===== src/rtl/enc_pkg.sv =====
// Shared types and constants for the one-hot to index encoder block.
package enc_pkg;
    localparam int CODE_W = 4;
    localparam int IDX_W  = 2;

    typedef struct packed {
        logic             err;
        logic [IDX_W-1:0] idx;
    } entry_t;

    localparam logic [1:0] EMPTY   = 2'd0;
    localparam logic [1:0] PARTIAL = 2'd1;
    localparam logic [1:0] FULL    = 2'd2;
endpackage


===== src/rtl/fourtotwo_encoder_if.sv =====
// Input and output valid/ready channels of the encoder.
interface fourtotwo_encoder_if;
    import enc_pkg::*;

    logic [CODE_W-1:0] y;
    logic              in_valid;
    logic              in_ready;
    logic [IDX_W-1:0]  x;
    logic              err;
    logic              out_valid;
    logic              out_ready;

    modport master (output y, in_valid, out_ready, input in_ready, x, err, out_valid);
    modport slave  (input y, in_valid, out_ready, output in_ready, x, err, out_valid);
endinterface


===== src/rtl/onehot_prio_enc.sv =====
// Combinational one-hot to index encoder; multi-hot inputs resolve by priority.
module onehot_prio_enc
    import enc_pkg::*;
#(
    parameter bit HIGH_PRIO = 1'b1
) (
    input  logic [CODE_W-1:0] y,
    output entry_t            entry
);

    always_comb begin
        entry.idx = '0;
        // Later matches overwrite earlier ones, so scan order picks the winner.
        if (HIGH_PRIO) begin
            for (int i = 0; i < CODE_W; i++)
                if (y[i]) entry.idx = IDX_W'(i);
        end else begin
            for (int i = CODE_W - 1; i >= 0; i--)
                if (y[i]) entry.idx = IDX_W'(i);
        end
        entry.err = (y == '0) || ((y & (y - CODE_W'(1))) != '0);
    end

endmodule


===== src/rtl/fourtotwo_encoder.sv =====
// Registered 4-to-2 encoder with a small result FIFO and a saturating error counter.
module fourtotwo_encoder
    import enc_pkg::*;
#(
    parameter int DEPTH     = 2,
    parameter bit HIGH_PRIO = 1'b1,
    parameter int CNT_W     = 8
) (
    input  logic                 clk,
    input  logic                 rst,
    input  logic                 enable,
    fourtotwo_encoder_if.slave   bus,
    output logic [CNT_W-1:0]     err_count
);

    localparam int PTR_W = (DEPTH > 1) ? $clog2(DEPTH) : 1;
    localparam int CNT_B = $clog2(DEPTH + 1);
    localparam logic [PTR_W-1:0] LAST_PTR = PTR_W'(DEPTH - 1);
    localparam logic [CNT_B-1:0] DEPTH_C  = CNT_B'(DEPTH);

    entry_t           mem [DEPTH];
    entry_t           new_entry;
    entry_t           head_reg, head_next;
    logic [PTR_W-1:0] wr_ptr_reg, rd_ptr_reg, rd_ptr_next;
    logic [CNT_B-1:0] count_reg, count_next;
    logic [1:0]       state_reg, state_next;
    logic             out_valid_reg;
    logic [CNT_W-1:0] err_count_reg;
    logic             push, pop;

    function automatic logic [PTR_W-1:0] ptr_inc(input logic [PTR_W-1:0] p);
        return (p == LAST_PTR) ? '0 : p + PTR_W'(1);
    endfunction

    onehot_prio_enc #(.HIGH_PRIO(HIGH_PRIO)) u_enc (
        .y     (bus.y),
        .entry (new_entry)
    );

    assign bus.in_ready = enable && (state_reg != FULL);
    assign push         = bus.in_valid && bus.in_ready;
    assign pop          = out_valid_reg && bus.out_ready;

    always_comb begin
        rd_ptr_next = pop ? ptr_inc(rd_ptr_reg) : rd_ptr_reg;

        count_next = count_reg;
        if (push && !pop)
            count_next = count_reg + CNT_B'(1);
        else if (!push && pop)
            count_next = count_reg - CNT_B'(1);

        if (count_next == '0)
            state_next = EMPTY;
        else if (count_next == DEPTH_C)
            state_next = FULL;
        else
            state_next = PARTIAL;

        // When the FIFO is otherwise empty after this edge, the entry being
        // written is the new head and must bypass the storage array.
        head_next = '0;
        if (count_next != '0) begin
            if (push && (count_reg == CNT_B'(pop)))
                head_next = new_entry;
            else
                head_next = mem[rd_ptr_next];
        end
    end

    always_ff @(posedge clk) begin
        if (push && !rst)
            mem[wr_ptr_reg] <= new_entry;
    end

    always_ff @(posedge clk) begin
        if (rst) begin
            wr_ptr_reg    <= '0;
            rd_ptr_reg    <= '0;
            count_reg     <= '0;
            state_reg     <= EMPTY;
            head_reg      <= '0;
            out_valid_reg <= 1'b0;
            err_count_reg <= '0;
        end else begin
            if (push)
                wr_ptr_reg <= ptr_inc(wr_ptr_reg);
            rd_ptr_reg    <= rd_ptr_next;
            count_reg     <= count_next;
            state_reg     <= state_next;
            head_reg      <= head_next;
            out_valid_reg <= (count_next != '0);
            if (push && new_entry.err && (err_count_reg != '1))
                err_count_reg <= err_count_reg + CNT_W'(1);
        end
    end

    assign bus.x         = head_reg.idx;
    assign bus.err       = head_reg.err;
    assign bus.out_valid = out_valid_reg;
    assign err_count     = err_count_reg;

endmodule


===== src/flat_wrapper.sv =====
// flat-port wrapper written by rule: the top's interface ports become plain ports
module fourtotwo_encoder_flat import enc_pkg::*;
#(
    parameter int DEPTH     = 2,
    parameter bit HIGH_PRIO = 1'b1,
    parameter int CNT_W     = 8
)
  (clk, rst, enable, err_count, bus_y, bus_in_valid, bus_out_ready, bus_in_ready, bus_x, bus_err, bus_out_valid);
  fourtotwo_encoder_if bus_i ();
  input  logic clk;
  input  logic rst;
  input  logic enable;
  output logic [CNT_W-1:0] err_count;
  input wire logic [$bits(bus_i.y)-1:0] bus_y;
  input wire logic [$bits(bus_i.in_valid)-1:0] bus_in_valid;
  input wire logic [$bits(bus_i.out_ready)-1:0] bus_out_ready;
  output wire logic [$bits(bus_i.in_ready)-1:0] bus_in_ready;
  output wire logic [$bits(bus_i.x)-1:0] bus_x;
  output wire logic [$bits(bus_i.err)-1:0] bus_err;
  output wire logic [$bits(bus_i.out_valid)-1:0] bus_out_valid;
  assign bus_i.y = bus_y;
  assign bus_i.in_valid = bus_in_valid;
  assign bus_i.out_ready = bus_out_ready;
  assign bus_in_ready = bus_i.in_ready;
  assign bus_x = bus_i.x;
  assign bus_err = bus_i.err;
  assign bus_out_valid = bus_i.out_valid;
  fourtotwo_encoder #(.DEPTH(DEPTH), .HIGH_PRIO(HIGH_PRIO), .CNT_W(CNT_W)) u_core (.clk(clk), .rst(rst), .enable(enable), .bus(bus_i), .err_count(err_count));
endmodule

===== config.mk =====
export PLATFORM = sky130hd
export DESIGN_NAME = fourtotwo_encoder_flat
export DESIGN_NICKNAME = d
export VERILOG_FILES = /design/src/rtl/enc_pkg.sv /design/src/rtl/fourtotwo_encoder_if.sv /design/src/rtl/onehot_prio_enc.sv /design/src/rtl/fourtotwo_encoder.sv /design/src/flat_wrapper.sv
export SDC_FILE = /design/constraint.sdc
export NUM_CORES = 1
export LEC_CHECK = 0
export ABC_AREA = 1
export BUFFER_PORTS_ARGS = -buffer_cell sky130_fd_sc_hd__buf_2
export CAP_MARGIN = 20
export CORE_MARGIN = 2
export CORE_UTILIZATION = 49
export CTS_CLUSTER_SIZE = 10
export DETAILED_ROUTE_END_ITERATION = 8
export GPL_TIMING_DRIVEN = 0
export PLACE_DENSITY = 0.74
export SETUP_SLACK_MARGIN = 0.2
export SYNTH_ARGS = -nofsm -noshare
export SYNTH_HDL_FRONTEND = slang
export SYNTH_SLANG_ARGS = --single-unit

===== constraint.sdc =====
create_clock -name clk -period 1.3 [get_ports clk]
set_clock_uncertainty 0.05 [all_clocks]
set_input_delay 0.065 -clock clk [delete_from_list [all_inputs] [get_ports clk]]
set_output_delay 0.065 -clock clk [all_outputs]
set_load 0.01 [all_outputs]

==> flow_metrics.tcl <==
set metrics [dict create \
    die_w_um 54.36 \
    endpoint_kind "register" \
    cpMaxStageDelayCell "dfxtp_4" \
    vias 1248 \
    start_util_pct 51.08 \
    wl_per_cell_um 13.45 \
    io_buffer_count 21 \
    crit_top_cell "nand3_4" \
    crit-reg2reg-launch "u_core.err_count[0]" \
    r2r_slack_ns -0.02 \
    top_layer_used "met4" \
    synth_compound_area_share_pct 8.359 \
    cp_cell_sequence "ha_4, nand3_4, nor2_4, nand3_4, nand3_4, nand2_1, a21oi_2" \
    drc_errors 0 \
    place_hpwl_um 1963 \
    grt_pass1_wl_um 4409 \
    ys_seq_area_share_pct 43.50 \
    violations "negative setup slack" \
    synth_top_area_share_pct 29.00 \
    path_delay_family "simple AND/OR/NAND/NOR gates" \
    cts_buffers 3 \
    grt_max_degree 14 \
    worstPathArrival_ns 1.54 \
    nFillCells 181 \
    area_growth_pct 45.52 \
    cts_tree "yes" \
    path_buf_inv 0 \
    cts_sinks 24 \
    clk_latency_ns 0.32 \
    fin_crit_ns 1.322 \
    dp_slack_ns -0.1740 \
    cts_root_buffer "clkbuf_4" \
    layout-drive-gt1-share_pct 50.96 \
    clockBufferDepth 2 \
    syn_area_per_cell_um2 7.440 \
    peakVddDrop_mv 0.9487 \
    hp-start "bus_y[2]" \
    powerDensity_nw_per_um2 1044 \
    routed_via_density 5.244 \
    diodes 0 \
    cp-start-kind "register" \
    drt_iter0_drc 30 \
    tns_ns -0.07808 \
    post-route-period-util_pct 101.7 \
    hold_end "u_core.mem[0][1]" \
    hold_viol 0 \
    dr.pass1.iters 5 \
    relSlewSlack_pct 74.43 \
    yosys-top-cells-area "dfxtp_1 (29%), nand2_1 (16%), edfxtp_1 (15%)" \
    synth_largest_area_cell "dfxtp_1" \
    yosys_warnings 0 \
    synthAdderAreaFrac_pct 1.007 \
    gr-total-overflow 0 \
    synth_area_um2 1242 \
    dr_wl_met2_um 1725 \
    clk_pin_slew_ns 0.13 \
    largest_reg_flops 8 \
    placed_area_um2 1454 \
    syn_nets 177 \
    htree_levels 1 \
    ys_ff_latch 24 \
    wl_met1_um 1286 \
    netlist_instances 167 \
    synth.area.mux_share_pct 0 \
    whs_path_depth 3 \
    place.gp.congestion 0.7597 \
    slew_violations 0 \
    wl_met3_um 172 \
    cap_violations 0 \
    synthXorXnorAreaFrac_pct 0.7049 \
    setup_viol 6 \
    design_area_um2 1808 \
    worstMarginPinSlew_ns 0.3796 \
    rsz0062_at_grt "yes" \
    antenna_found_initial 0 \
    boundaryPins 22 \
    crit_fanout 8 \
    status "finished with violations" \
    die_h_um 54.36 \
    hold_path.class "input pin to register" \
    layout_setup_ws_ns -0.02220 \
    num_rows 18 \
    fp.coreArea_um2 2432 \
    fin_nets 219 \
    yosys.area_share.simple_pct 37.36 \
    drtAntennaViolNets 0 \
    synth_cell_type_count 21 \
    first_global_vias 1076 \
    rr_worst_depth 7 \
    cp_data_required_time_ns 1.51 \
    power_leakage_nw 0.8321 \
    die_area_um2 2954 \
    drt-total-wl_um 3200 \
    synth_top_family_by_area "simple AND/OR/NAND/NOR gates" \
    worst-setup-path-type "register to register" \
    fmax_mhz 756.3 \
    regToRegEndpoint "u_core.err_count[5]" \
    cp_slowest_stage_delay_ns 0.38 \
    grt.total_usage_pct 20.90 \
]
==> synthesized netlist by cell type (all sizes together) <==
library cell,n
dfxtp,18
ha,1
nor2,7
clkbuf,1
nand3,20
nor3,1
a21oi,13
xor2,1
inv,28
nand3b,1
nand2,60
nand4,6
o21ai,4
edfxtp,6
==> cell usage in the layout, fill, tap and decap left out, drive strengths merged <==
cell type    instances
dfxtp               18
xor2                 1
inv                 28
dlygate4sd3          1
nand3b               1
nand3               20
clkbuf               5
nand4                6
o21ai                4
ha                   1
a21oi               13
buf                 36
nor2                 7
nor3                 1
nand2               60
edfxtp               6
==> how the worst max path moves through the flow <==
stage / start / endpoint / cells past startpoint
final: u_core.err_count[0] / u_core.err_count[5] / 7
after floorplan: u_core.err_count[1] / u_core.err_count[6] / 7
after global placement: u_core.state_reg[0] / u_core.err_count[0] / 6
after detailed placement: u_core.state_reg[0] / u_core.err_count[1] / 6
after global routing: u_core.err_count[0] / u_core.err_count[4] / 7
after CTS: u_core.err_count[0] / u_core.err_count[1] / 7
==> per-stage QoR <==
| stage | hold WS, ns | cells | total power (W) | util, % |
|---|---|---|---|---|
| 2_1_floorplan | 0.06827 | 167 | 0.001166 | - |
| 3_3_place_gp | 0.2350 | 218 | 0.001258 | 59.77 |
| 3_5_place_dp | 0.2386 | 218 | 0.001277 | 59.77 |
| 4_1_cts | 0.03575 | 237 | 0.001759 | 68.78 |
| 5_1_grt | 0.04843 | 238 | 0.001986 | 74.33 |
| 6_report | 0.02626 | 238 | 0.001887 | 74.33 |
==> cell type report <==
type                            count  area (um^2)  share of cell area [%]
Sequential cell                    24        558.0                   30.87
Clock buffer                        4        36.28                   2.007
Tap cell                           30        37.54                   2.076
Inverter                           28        107.6                   5.952
Multi-Input combinational cell    114        788.3                   43.60
Timing Repair Buffer               37        272.8                   15.09
Buffer                              1        7.507                  0.4152
==> layer usage <==
layer  GRT usage [%]  vias up
li1                -      617
met1           24.44      585
met2           38.35       44
met3           4.918        2
met4           4.583        0
met5               0        -
==> repair_timing <==
item / in CTS / in global routing
setup endpoints to repair: 24 / 29
hold endpoints to repair: 1 / 0
gates resized for setup: 22 / 36
setup buffers: 14 / 1
hold buffers: 1 / 0
pin swaps: 13 / 14
==> power by group <==
group | internal [W] | total (W) | leakage [nW] | switching [W]
registers | 0.000835 | 0.000872 | 0.205 | 0.0000377
logic | 0.000245 | 0.000610 | 0.606 | 0.000365
clock network | 0.000171 | 0.000404 | 0.0210 | 0.000233
==> worst register-to-register path: cells and delay by family, from the launching register on <==
family,cells,cell delay [ns]
compound gates,1,0.13
fa+ha+maj,1,0.14
flops,1,0.38
simple gates,5,0.56
==> logic make-up after synthesis <==
| group | Yosys count |
|---|---|
| adder cells (fa/ha/maj) | 1 |
| XOR/XNOR | 1 |
| buffers and inverters | 29 |
| flip-flops | 24 |
| AO/OA/AOI/OAI | 17 |
| AND/OR/NAND/NOR | 95 |
Power figures use the tool's default switching activity.
